[src/rtl/wimpfi_pkg.sv]
// Shared WimpFi constants and the transmit-buffer read FSM state type.
package wimpfi_pkg;

  localparam int unsigned BYTE_W = 8;

  localparam logic [BYTE_W-1:0] PREAMBLE_BYTE = 8'h55;
  localparam logic [BYTE_W-1:0] SFD_BYTE      = 8'hD0;

  typedef enum logic [2:0] {
    IDLE,
    PRE,
    SFD,
    FETCH,
    WAIT_RD,
    SEND,
    DONE
  } txd_rd_state_t;

endpackage

[src/rtl/txd_read_fsm.sv]
// Transmit frame buffer read side: streams preamble, SFD, then buffered bytes
// onto a valid/ready byte interface and pulses done_reading at the end.
module txd_read_fsm
  import wimpfi_pkg::*;
#(
  parameter int unsigned ADDR_W    = 8,
  parameter int unsigned PRE_BYTES = 2
) (
  input  logic              clk,
  input  logic              reset,
  input  logic              done_writing,
  input  logic [ADDR_W-1:0] byte_count,
  output logic              ren,
  output logic [ADDR_W-1:0] r_addr,
  input  logic [BYTE_W-1:0] rdata,
  output logic [BYTE_W-1:0] tx_data,
  output logic              tx_valid,
  input  logic              tx_ready,
  output logic              busy,
  output logic              done_reading
);

  localparam int unsigned PRE_W = $clog2(PRE_BYTES + 1);

  txd_rd_state_t     state, state_n;
  logic [ADDR_W-1:0] len, len_n;
  logic [ADDR_W-1:0] idx, idx_n;
  logic [PRE_W-1:0]  pre_cnt, pre_cnt_n;
  logic [ADDR_W-1:0] r_addr_n;
  logic [BYTE_W-1:0] tx_data_n;
  logic              tx_valid_n;
  logic              xfer_c;

  assign xfer_c = tx_valid & tx_ready;

  // Next state and next values of every registered output.
  always_comb begin
    state_n    = state;
    len_n      = len;
    idx_n      = idx;
    pre_cnt_n  = pre_cnt;
    r_addr_n   = r_addr;
    tx_data_n  = tx_data;
    tx_valid_n = tx_valid;

    unique case (state)
      IDLE: begin
        if (done_writing) begin
          len_n      = byte_count;
          idx_n      = '0;
          pre_cnt_n  = '0;
          tx_data_n  = PREAMBLE_BYTE;
          tx_valid_n = 1'b1;
          state_n    = PRE;
        end
      end
      PRE: begin
        if (xfer_c) begin
          pre_cnt_n = pre_cnt + PRE_W'(1);
          if (pre_cnt_n == PRE_W'(PRE_BYTES)) begin
            tx_data_n = SFD_BYTE;
            state_n   = SFD;
          end
        end
      end
      SFD: begin
        if (xfer_c) begin
          tx_valid_n = 1'b0;
          state_n    = (len == '0) ? DONE : FETCH;
        end
      end
      FETCH: begin
        state_n = WAIT_RD;
      end
      WAIT_RD: begin
        tx_data_n  = rdata;
        tx_valid_n = 1'b1;
        state_n    = SEND;
      end
      SEND: begin
        if (xfer_c) begin
          tx_valid_n = 1'b0;
          if (idx == len - ADDR_W'(1)) begin
            state_n = DONE;
          end else begin
            idx_n   = idx + ADDR_W'(1);
            state_n = FETCH;
          end
        end
      end
      DONE: begin
        state_n = IDLE;
      end
      default: begin
        state_n = IDLE;
      end
    endcase

    // Address is presented together with the single-cycle read strobe.
    if (state_n == FETCH) begin
      r_addr_n = idx_n;
    end
  end

  always_ff @(posedge clk or negedge reset) begin
    if (!reset) begin
      state        <= IDLE;
      len          <= '0;
      idx          <= '0;
      pre_cnt      <= '0;
      ren          <= 1'b0;
      r_addr       <= '0;
      tx_data      <= '0;
      tx_valid     <= 1'b0;
      busy         <= 1'b0;
      done_reading <= 1'b0;
    end else begin
      state        <= state_n;
      len          <= len_n;
      idx          <= idx_n;
      pre_cnt      <= pre_cnt_n;
      ren          <= (state_n == FETCH);
      r_addr       <= r_addr_n;
      tx_data      <= tx_data_n;
      tx_valid     <= tx_valid_n;
      busy         <= (state_n != IDLE);
      done_reading <= (state_n == DONE);
    end
  end

endmodule

[config.mk]
export PLATFORM = sky130hd
export DESIGN_NAME = txd_read_fsm
export DESIGN_NICKNAME = d
export VERILOG_FILES = /design/src/rtl/wimpfi_pkg.sv /design/src/rtl/txd_read_fsm.sv
export SDC_FILE = /design/constraint.sdc
export NUM_CORES = 1
export LEC_CHECK = 0
export CAP_MARGIN = 20
export CORE_MARGIN = 4
export CORE_UTILIZATION = 34
export DETAILED_ROUTE_END_ITERATION = 10
export HOLD_SLACK_MARGIN = 0.1
export PLACE_DENSITY = 0.56
export SYNTH_ARGS = -nofsm -noshare
export SYNTH_HDL_FRONTEND = slang
export SYNTH_SLANG_ARGS = --single-unit
[constraint.sdc]
create_clock -name clk -period 7.8 [get_ports clk]
set_input_delay 1.56 -clock clk [delete_from_list [all_inputs] [get_ports clk]]
set_output_delay 1.56 -clock clk [all_outputs]
set_load 0.1 [all_outputs]
; ---- Yosys cells after proc, flatten, opt, wreduce, memory -nomap -nowiden
; Index checks and enable logic that the tools add are counted.
; Widths: inputs -> output; s select.
[totals]
register_bits = 41
inputBits = 20
output_inout_bits = 20
elab_cells = 60
[op_classes]
add_sub_neg = 3
eq_ne = 13
muxes = 22
bitwise = 1
n_reduce_logical = 11
[ops]
columns = operator, n
row1 = $mux 8, 6
row2 = $pmux 8 s3, 1
row3 = $mux 3, 7
row4 = $pmux 3 s6, 1
row5 = $pmux 8 s2, 1
row6 = $eq 3x2->1 const B, 3
row7 = $eq 3x3->1 const B, 3
row8 = $reduce_bool 3->1, 3
row9 = $add 8x1->8 const B, 1
row10 = $eq 8x8->1, 1
row11 = $logic_not 8->1, 1
row12 = $sub 8x1->8 const B, 1
row13 = $ne 2x2->1 const B, 3
row14 = $reduce_and 3->1, 2
row15 = $mux 2, 2
row16 = $pmux 2 s2, 1
row17 = $reduce_and 4->1, 1
row18 = $eq 3x1->1 const B, 1
row19 = $logic_not 3->1, 1
row20 = $pmux 1 s3, 1
row21 = $add 2x1->2 const B, 1
row22 = $eq 2x2->1 const B, 1
row23 = $mux 1, 2
row24 = $ne 2x1->1 const B, 1
row25 = 4 further kinds, 4

; ---- Logic depth before layout (Yosys ltp)
; Gate-level depths: netlist of the first run.
[logic_depth]
word_depth = 6
mapped_depth = 11

; ---- Worst setup path before layout of the first run
; No wires, ideal clock.
[synth_timing]
path_type = input-to-reg
startpoint = input tx_ready
endpoint = register r_addr[0]
setup_time_ns = 0.126
arrival_ns = 2.987
required_time_ns = 7.674
path_slack_ns = 4.686
stages = 9
path_buffers = 2
path_cell_list = and2_1 > clkbuf_1 > nand2_1 > nand2_1 > a21oi_1 > or3_4 > and2_4 > buf_6 > mux2_4
[synth_via]
elab_chain_cells = 4
elab_cells_between_ends = 8
classes_between = 1 x eq/ne / 6 x mux / 1 x bitwise
[synth_lines]
columns = element, line
row1 = from (decl), txd_read_fsm.sv:18  ; input logic tx_ready,
row2 = $and 1x1->1 (*), txd_read_fsm.sv:34  ; assign xfer_c = tx_valid & tx_ready;
row3 = "$mux 3, on equally long branches", "txd_read_fsm.sv:81, txd_read_fsm.sv:58, txd_read_fsm.sv:67"
row4 = $pmux 3 s6 (*), txd_read_fsm.sv:46  ; unique case (state)
row5 = net state_n[0], txd_read_fsm.sv:25  ; txd_rd_state_t state, state_n;
row6 = $eq 3x2->1 (*), txd_read_fsm.sv:100  ; if (state_n == FETCH) begin
row7 = to (signal assigned), txd_read_fsm.sv:123  ; r_addr <= r_addr_n;
row8 = to (decl), txd_read_fsm.sv:14  ; output logic [ADDR_W-1:0] r_addr,
; The timed path passes the listed nets; every way through them passes the cells marked *.
; A chain may end at the register's enable or synchronous reset.

; ---- Final worst setup path of the first run
[layout_timing]
startpoint = register tx_valid
endpoint = output tx_valid
[layout_rtl]
columns = element, line
row1 = from (decl), txd_read_fsm.sv:17  ; output logic tx_valid,
row2 = from (signal assigned), txd_read_fsm.sv:125  ; tx_valid <= tx_valid_n;
; No word-level cell between the ends.

==> results of run 1 <==
==> cells by family (layout without fill, tap and decap cells) <==
kind of cell | Yosys count | in the layout
muxes | 14 | 14
xor gates and xnor gates | 8 | 8
AOI/OAI and AO/OA | 47 | 47
and+or+nand+nor | 81 | 81
buffers and inverters | 19 | 55
DFF | 41 | 41
adders and majority gates | 3 | 3
==> how the worst max path moves through the flow <==
stage,depth (start not counted),endpoint,start,slack (ps)
3_3_place_gp,6,r_addr[2],tx_ready,4150
4_1_cts,1,tx_valid,tx_valid,4330
5_1_grt,6,r_addr[1],tx_ready,4160
2_1_floorplan,9,r_addr[0],tx_ready,4690
3_5_place_dp,6,r_addr[1],tx_ready,4080
6_report,1,tx_valid,tx_valid,4350
==> power by group through the flow <==
stage	Sequential [mW]	Clock, mW	Combinational [mW]
floorplan	0.543	0	0.277
global placement	0.364	0	0.593
detailed placement	0.364	0	0.595
CTS	0.360	0.186	0.598
global route	0.375	0.192	0.638
finish	0.360	0.178	0.593
==> state kept, by name, indices dropped and copies added, names as in the netlist <==
signal	cells
busy	1
done_reading	1
idx	8
len	8
pre_cnt	2
r_addr	8
ren	1
state	3
tx_data	8
tx_valid	1
==> routing by layer <==
metal / global-route usage (%) / wire length (um) / up-vias
met5: 0 / 0 / -
met4: 4.60 / 65 / 0
met3: 3.10 / 161 / 7
met2: 18.5 / 2070 / 32
met1: 19.7 / 2460 / 785
li1: - / - / 831
==> per-stage QoR <==
stage | utilization, % | power, mW | std cells | setup WS, ps | hold WS, ps
3_3_place_gp | 42.9 | 0.957 | 316 | 4150 | 468
4_1_cts | 44.9 | 1.14 | 324 | 4330 | 490
3_5_place_dp | 42.9 | 0.960 | 316 | 4080 | 470
5_1_grt | 44.9 | 1.20 | 324 | 4160 | 518
2_1_floorplan | - | 0.821 | 213 | 4690 | 456
6_report | 44.9 | 1.13 | 324 | 4350 | 488
==> synthesized netlist by cell type, types with 2 or more instances <==
cell       n  area share [%]
nand3b_1   2            0.69
inv_1      7             1.2
xnor2_1    7             2.8
nand2b_1   7             2.0
ha_1       3             1.7
and2_1     4             1.2
nor4_1     2            0.58
o41ai_1    2            0.81
nor3_1     4            0.93
a22o_1     5             2.0
o31ai_1    3             1.0
nor3b_1    2            0.69
mux2_2     5             2.6
a31o_2     2            0.81
and3_1     2            0.58
dfrtp_1   41              47
clkbuf_1  10             1.7
a311o_1    2            0.93
or3_1      2            0.58
o21ai_0    6             1.4
mux2_4     8             5.6
a31oi_1    4             1.2
a21oi_1   10             2.3
nand3_1    4            0.93
nand2_1   24             4.2
nor2_1    16             2.8
nand4_1    4             1.2
nor2b_1    2            0.58
a41o_1     2            0.93
o22a_1     2            0.81
==> layout make-up <==
type / count / area, sq um / area share, %
inverters: 7 / 26.3 / 0.966
multi-input cells: 153 / 1060 / 39.0
repair buffers: 40 / 393 / 14.4
clock buffers: 6 / 82.6 / 3.03
flip-flops and latches: 41 / 1030 / 37.7
clock inverters: 2 / 37.5 / 1.38
well taps: 75 / 93.8 / 3.45
==> results.py, run 1 <==
metrics = {
    "cells_and_area": {
        "antennaDiodeCount": 0,
        "synthToLayoutAreaGrowth_pct": 25.9,
        "drive_gt1_share_pct": 12.9,
        "final_cell_mix": "41 x dfrtp_1, 38 x clkdlybuf4s50_1, 24 x nand2_1",
        "final_common_cell": "dfrtp_1",
        "fillers": 608,
        "final_area_sq_um": 2720,
        "layout.nets": 271,
    },
    "clock_network": {
        "cts_hold_buf": 0,
        "cts_resized": 0,
        "path_clk_slew_ps": 70,
        "cts.sinks": 41,
        "postCtsSetupBuffers": 0,
        "cts_tree": "built",
        "numCtsBuffers": 5,
        "htree_levels": 2,
        "cts-root-buf": "clkbuf_8",
        "clock_path_buffers": 2,
        "clock_latency_ps": 290,
    },
    "synthesis": {
        "synth_mux_area_share_pct": 8.63,
        "yosys.cell_types.count": 49,
        "async_flop_share_pct": 100,
        "ys.flop_type": "dfrtp_1",
        "synthAdderAreaFrac_pct": 1.74,
        "syn_avg_cell_area_sq_um": 10.1,
        "synth_compound_area_share_pct": 15.7,
        "netlist_instances": 213,
        "synth-simple-area-share_pct": 19.6,
        "synth_top_family_by_area": "simple AND/OR/NAND/NOR gates",
        "synth_xor_area_share_pct": 3.24,
        "synth_seq_cells": 41,
        "syn_nets": 236,
        "ys_seq_area_share_pct": 47.5,
        "yosysWarnings": 0,
        "synth_edf_count": 0,
        "syn_area_sq_um": 2160,
    },
    "setup_path": {
        "slowest_delay_ps": 1170,
        "r2r_start": "len[0]",
        "critPathRequiredTime_ps": 6240,
        "crit_path_top_delay_cell": "clkdlybuf4s50_1",
        "worstSetupPathType": "reg -> out",
        "worstPathArrival_ps": 1890,
        "path_buf_inv": 1,
        "cpLargestDelayFamily": "buffers and inverters",
        "crit_chain": "clkdlybuf4s50_1",
        "critical_path.max_fanout": 6,
        "ff2ff_path_depth": 9,
        "rr_endpoint": "r_addr[2]",
        "worstSetupEndpointType": "output pin",
        "critPathLaunchType": "flop",
        "r2r_setup_slack_ps": 4730,
    },
    "placement": {
        "dpl_cell_area_sq_um": 2600,
        "numPortBuffers": 39,
        "dp_hpwl_um": 3420,
        "gp_congestion": 0.822,
    },
    "hold_path": {
        "hold_class": "reg -> reg",
        "worstHoldEndpoint": "tx_data[7]",
        "min_path_cells": 2,
        "hold_path.startpoint": "tx_data[7]",
    },
    "global_route": {
        "grt_pass1_wl_um": 7940,
        "grt_max_degree": 42,
        "grt_pass1_vias": 1601,
        "antenna_found_initial": 0,
        "grt_use_total_pct": 13.2,
        "overflow": 0,
    },
    "floorplan": {
        "rows": 28,
        "die_area_sq_um": 7690,
        "pin_count": 40,
        "die_height_um": 87.7,
        "die_x_um": 87.7,
        "start_util_pct": 35.7,
        "core-area_sq_um": 6060,
    },
    "sta": {
        "post-route-period-util_pct": 44.2,
        "period_needed_ps": 3450,
        "setup_violations": 0,
        "worstMarginPinSlew_ps": 979,
        "rsz0062_at_grt": "false",
        "finalClockSkew_ps": 6.83,
        "setup_tns_ps": 0,
        "hold_viol": 0,
        "slew_headroom_pct": 34.5,
        "fmax_mhz": 290,
        "finalMaxSlewViolations": 0,
    },
    "drt": {
        "first_iter_violations": 120,
        "postRouteAntennaNets": 0,
        "drt_wl_total_um": 4760,
        "wl_per_cell_um": 14.7,
        "viasPerCell": 5.11,
        "vias": 1655,
        "drcViolationCount": 0,
        "drtPass1Iterations": 4,
    },
    "power": {
        "p_sw_share_pct": 48.4,
        "power.switching_mw": 0.548,
        "powerDensity_nw_per_um2": 416,
        "intPower_mw": 0.583,
        "power.leakage_nw": 1.16,
        "p_comb_share_pct": 52.4,
        "seqPwrFrac_pct": 31.8,
        "irDropWorstVdd_mv": 0.241,
        "pwr-share-clk_pct": 15.8,
    },
    "flow_run": {
        "maxCapViolCount": 0,
    },
    "status": {
        "status": "finished clean",
    },
}
(Power assumes the default switching activity.)
==> inputs of run 2 (changes only) <==
==> constraint.sdc (replaced) <==
create_clock -name clk -period 3.3 [get_ports clk]
set_input_delay 0.66 -clock clk [delete_from_list [all_inputs] [get_ports clk]]
set_output_delay 0.66 -clock clk [all_outputs]
set_load 0.1 [all_outputs]
==> results.py, run 2 (synthesis results as in run 1) <==
metrics = {
    "clock_network": {
        "cts_hold_buf": 0,
        "postCtsSetupBuffers": 0,
        "path_clk_slew_ps": 80,
        "cts-root-buf": "clkbuf_8",
        "clock_latency_ps": 300,
        "clock_path_buffers": 2,
        "cts_tree": "built",
        "cts.sinks": 41,
        "htree_levels": 2,
        "numCtsBuffers": 5,
        "cts_resized": 0,
    },
    "global_route": {
        "grt_max_degree": 42,
        "grt_pass1_vias": 1664,
        "overflow": 0,
        "grtUsageMet3_pct": 3.01,
        "antenna_found_initial": 0,
        "use_met1_pct": 19.0,
        "busiest_layer": "met2",
        "grtUsageMet2_pct": 20.2,
        "grt_use_total_pct": 13.3,
        "grt_pass1_wl_um": 8160,
    },
    "cells_and_area": {
        "antennaDiodeCount": 0,
        "layout.nets": 271,
        "multiInputGateArea_sq_um": 1060,
        "ff_latch_area_sq_um": 1030,
        "final_area_sq_um": 2640,
        "synthToLayoutAreaGrowth_pct": 22.1,
        "drive_gt1_share_pct": 20.9,
        "final_cell_mix": "41 x dfrtp_1, 24 x nand2_1, 21 x buf_4",
        "final_common_cell": "dfrtp_1",
        "fillers": 599,
    },
    "setup_path": {
        "worstPathArrival_ps": 3090,
        "crit_path_top_delay_cell": "dfrtp_1",
        "r2r_start": "len[0]",
        "startpoint": "len[0]",
        "cp.depth": 9,
        "slowest_delay_ps": 430,
        "critPathRequiredTime_ps": 3490,
        "critPathLaunchType": "flop",
        "ff2ff_path_depth": 9,
        "cpLargestDelayFamily": "simple AND/OR/NAND/NOR gates",
        "worstSetupEndpointType": "flop",
        "path_buf_inv": 1,
        "critical_path.max_fanout": 12,
        "crit_chain": "inv_1 > ha_1 > xnor2_1 > or3_1 > nor4_2 > a21oi_1 > and3_1 > a311o_1 > mux2_4",
        "worstSetupPathType": "reg -> reg",
    },
    "sta": {
        "finalMaxSlewViolations": 0,
        "slew_headroom_pct": 39.7,
        "finalClockSkew_ps": 8.10,
        "setup_tns_ps": 0,
        "worst_slack_ps": 400,
        "hold_viol": 0,
        "period_needed_ps": 2900,
        "fmax_mhz": 345,
        "post-route-period-util_pct": 87.9,
        "worstMarginPinSlew_ps": 904,
        "rsz0062_at_grt": "false",
        "setup_violations": 0,
    },
    "floorplan": {
        "die_x_um": 87.7,
        "die_height_um": 87.7,
        "core-area_sq_um": 6060,
        "die_area_sq_um": 7690,
        "rows": 28,
        "pin_count": 40,
        "start_util_pct": 35.7,
    },
    "drt": {
        "drcViolationCount": 0,
        "drt_wl_total_um": 4670,
        "viasPerCell": 5.11,
        "vias": 1656,
        "first_iter_violations": 89,
        "drtPass1Iterations": 4,
        "wl_per_cell_um": 14.4,
        "postRouteAntennaNets": 0,
    },
    "power": {
        "powerDensity_nw_per_um2": 968,
        "irDropWorstVdd_mv": 0.451,
        "power.leakage_nw": 1.17,
    },
    "placement": {
        "dp_hpwl_um": 3390,
        "dpl_cell_area_sq_um": 2550,
        "numPortBuffers": 39,
        "gp_congestion": 0.821,
        "place_ws_ps": 406,
    },
    "flow_run": {
        "maxCapViolCount": 0,
    },
    "hold_path": {
        "hold_class": "in -> async",
    },
    "status": {
        "status": "finished clean",
    },
}
-- run 2: final timing paths --
| kind | slack [ps] | to |
|---|---|---|
| max | 400 | r_addr[2] |
| min | 480 | tx_data[5] |
| max reg2reg | 400 | r_addr[2] |
| min reg2reg | 480 | tx_data[2] |
| max in group asynchronous | 2250 | len[6] |
| min in group clk | 490 | tx_data[2] |
-- run 2: final cells by class --
type / instances / area share (%)
sequential: 41 / 38.9
clock buffer: 5 / 2.61
tap: 75 / 3.56
inverter: 7 / 0.996
clock inverter: 3 / 0.664
timing repair buffer: 40 / 13.0
multi-input combinational: 153 / 40.3
-- run 2: metal layers --
metal	wire (um)	part of all wire (%)
met1	2360	51
met2	2080	45
met3	161	3.5
met4	63	1.4
met5	0	0
-- run 2: power breakdown --
group / internal (mW) / switching (mW)
Combinational: 0.452 / 0.926
Clock: 0.146 / 0.177
Sequential: 0.656 / 0.194
Total: 1.25 / 1.30
-- run 2: through the flow --
stage                     power [mW]  cells  hold slack (ps)  util, %
after global placement          2.24    316              468     42.1
after detailed placement        2.24    316              477     42.1
after CTS                       2.58    324              496     43.5
after floorplan                 1.94    213              364        -
final                           2.55    324              485     43.5
after global routing            2.74    324              511     43.5
==> inputs of run 3 (changes only) <==
--- a/config.mk
+++ b/config.mk
@@ -6,8 +6,8 @@
 export NUM_CORES = 1
 export LEC_CHECK = 0
 export CAP_MARGIN = 20
-export CORE_MARGIN = 4
 export CORE_UTILIZATION = 34
+export CTS_CLUSTER_DIAMETER = 40
 export DETAILED_ROUTE_END_ITERATION = 10
 export HOLD_SLACK_MARGIN = 0.1
 export PLACE_DENSITY = 0.56
==> results.py, run 3 (synthesis results as in run 1) <==
metrics = {
    "drt": {
        "postRouteAntennaNets": 0,
        "wl_met3_um": 180,
        "drcViolationCount": 0,
        "first_iter_violations": 81,
        "vias": 1688,
        "top_layer": "met4",
        "met1Wirelength_um": 2460,
        "drt_wl_total_um": 4690,
        "wl_met2_um": 1990,
        "drtPass1Iterations": 4,
        "viasPerCell": 5.21,
        "wl_per_cell_um": 14.5,
    },
    "clock_network": {
        "postCtsSetupBuffers": 0,
        "path_clk_slew_ps": 80,
        "cts.sinks": 41,
        "htree_levels": 2,
        "numCtsBuffers": 5,
        "clock_path_buffers": 2,
        "cts_resized": 0,
        "cts-root-buf": "clkbuf_8",
        "cts_tree": "built",
        "clock_latency_ps": 300,
        "cts_hold_buf": 0,
    },
    "cells_and_area": {
        "final_cell_mix": "41 x dfrtp_1, 24 x nand2_1, 21 x buf_4",
        "layout.nets": 271,
        "synthToLayoutAreaGrowth_pct": 23.2,
        "final_cell_count_no_fill": 324,
        "final_common_cell": "dfrtp_1",
        "drive_gt1_share_pct": 20.5,
        "antennaDiodeCount": 0,
    },
    "floorplan": {
        "core-area_sq_um": 6030,
        "rows": 28,
        "die_x_um": 81.7,
        "pin_count": 40,
        "start_util_pct": 35.9,
        "die_area_sq_um": 6680,
        "die_height_um": 81.7,
    },
    "sta": {
        "post-route-period-util_pct": 88.8,
        "slew_headroom_pct": 39.4,
        "worst_slack_ps": 371,
        "setup_tns_ps": 0,
        "rsz0062_at_grt": "false",
        "finalClockSkew_ps": 10.5,
        "setup_violations": 0,
        "period_needed_ps": 2930,
        "fmax_mhz": 341,
        "finalMaxSlewViolations": 0,
        "hold_viol": 0,
        "worstMarginPinSlew_ps": 909,
    },
    "status": {
        "status": "finished clean",
    },
    "setup_path": {
        "ff2ff_path_depth": 10,
        "critical_path.max_fanout": 12,
        "endpoint": "r_addr[1]",
        "cp.depth": 10,
        "crit_path_top_delay_cell": "a21oi_1",
        "r2r_setup_slack_ps": 370,
        "slowest_delay_ps": 690,
        "worstPathArrival_ps": 3120,
        "startpoint": "len[0]",
        "worstSetupPathType": "reg -> reg",
        "cpLargestDelayFamily": "compound AO/OA/AOI/OAI gates",
        "crit_chain": "inv_1 > ha_1 > nand2b_1 > a21oi_1 > a311o_1 > a21boi_0 > a21oi_1 > o21ai_0 > a32o_1 > mux2_4",
        "critPathRequiredTime_ps": 3490,
        "r2r_start": "len[0]",
        "rr_endpoint": "r_addr[1]",
        "worstSetupEndpointType": "flop",
        "critPathLaunchType": "flop",
        "path_buf_inv": 1,
        "crit_top_cell": "a21oi_1",
    },
    "global_route": {
        "overflow": 0,
        "antenna_found_initial": 0,
        "grt_max_degree": 42,
        "grt_pass1_vias": 1526,
        "grt_use_total_pct": 15.1,
        "grt_pass1_wl_um": 7590,
    },
    "placement": {
        "gp_congestion": 0.746,
        "placedCellCount": 316,
        "dp_hpwl_um": 3330,
        "place_ws_ps": 410,
        "numPortBuffers": 39,
    },
    "flow_run": {
        "maxCapViolCount": 0,
    },
    "power": {
        "power.leakage_nw": 1.19,
        "finalPower_mw": 2.64,
        "irDropWorstVdd_mv": 0.490,
        "powerDensity_nw_per_um2": 991,
    },
    "hold_path": {
        "hold_class": "in -> async",
    },
}
[run 3: cell type report]
class / count / area, sq um
clock inverter: 2 / 38.8
clock buffer: 6 / 72.6
tap: 75 / 93.8
fill: 632 / 3360
timing repair buffer: 40 / 343
inverter: 7 / 26.3
sequential: 41 / 1030
multi-input combinational: 153 / 1060
[run 3: per-layer routing]
layer	vias up	GRT usage [%]
met1	818	22.3
met3	6	3.44
met4	0	4.21
li1	832	-
met2	32	21.7
met5	-	0
[run 3: report_power, final]
group | switching (mW) | internal, mW
Clock | 0.179 | 0.227
Combinational | 0.928 | 0.452
Sequential | 0.198 | 0.656
Total | 1.30 | 1.34
[run 3: metrics by stage]
step           util (%)  cell area, sq um  hold slack (ps)
6_report           44.2              2660              488
5_1_grt            44.2              2660              537
4_1_cts            44.2              2660              495
3_5_place_dp       42.3              2550              475
3_3_place_gp       42.3              2550              470
2_1_floorplan         -              2160              364
[run 3: how the worst min path moves through the flow]
| stage | from | to | slack [ps] | cells after the start |
|---|---|---|---|---|
| after CTS | tx_data[0] | tx_data[0] | 500 | 2 |
| after floorplan | reset | busy | 360 | 0 |
| final | reset | tx_data[1] | 490 | 1 |
| after global placement | tx_data[0] | tx_data[0] | 470 | 2 |
| after detailed placement | tx_data[0] | tx_data[0] | 470 | 2 |
| after global routing | tx_data[1] | tx_data[1] | 540 | 1 |
[run 3: worst register-to-register path: cells and delay by family (launching register included)]
family	cells	cell delay, ps
adder cells (fa/ha/maj)	1	240
AND/OR/NAND/NOR	1	170
AO/OA/AOI/OAI	6	1650
multiplexers	1	260
buffers and inverters	1	80
flip-flops	1	430
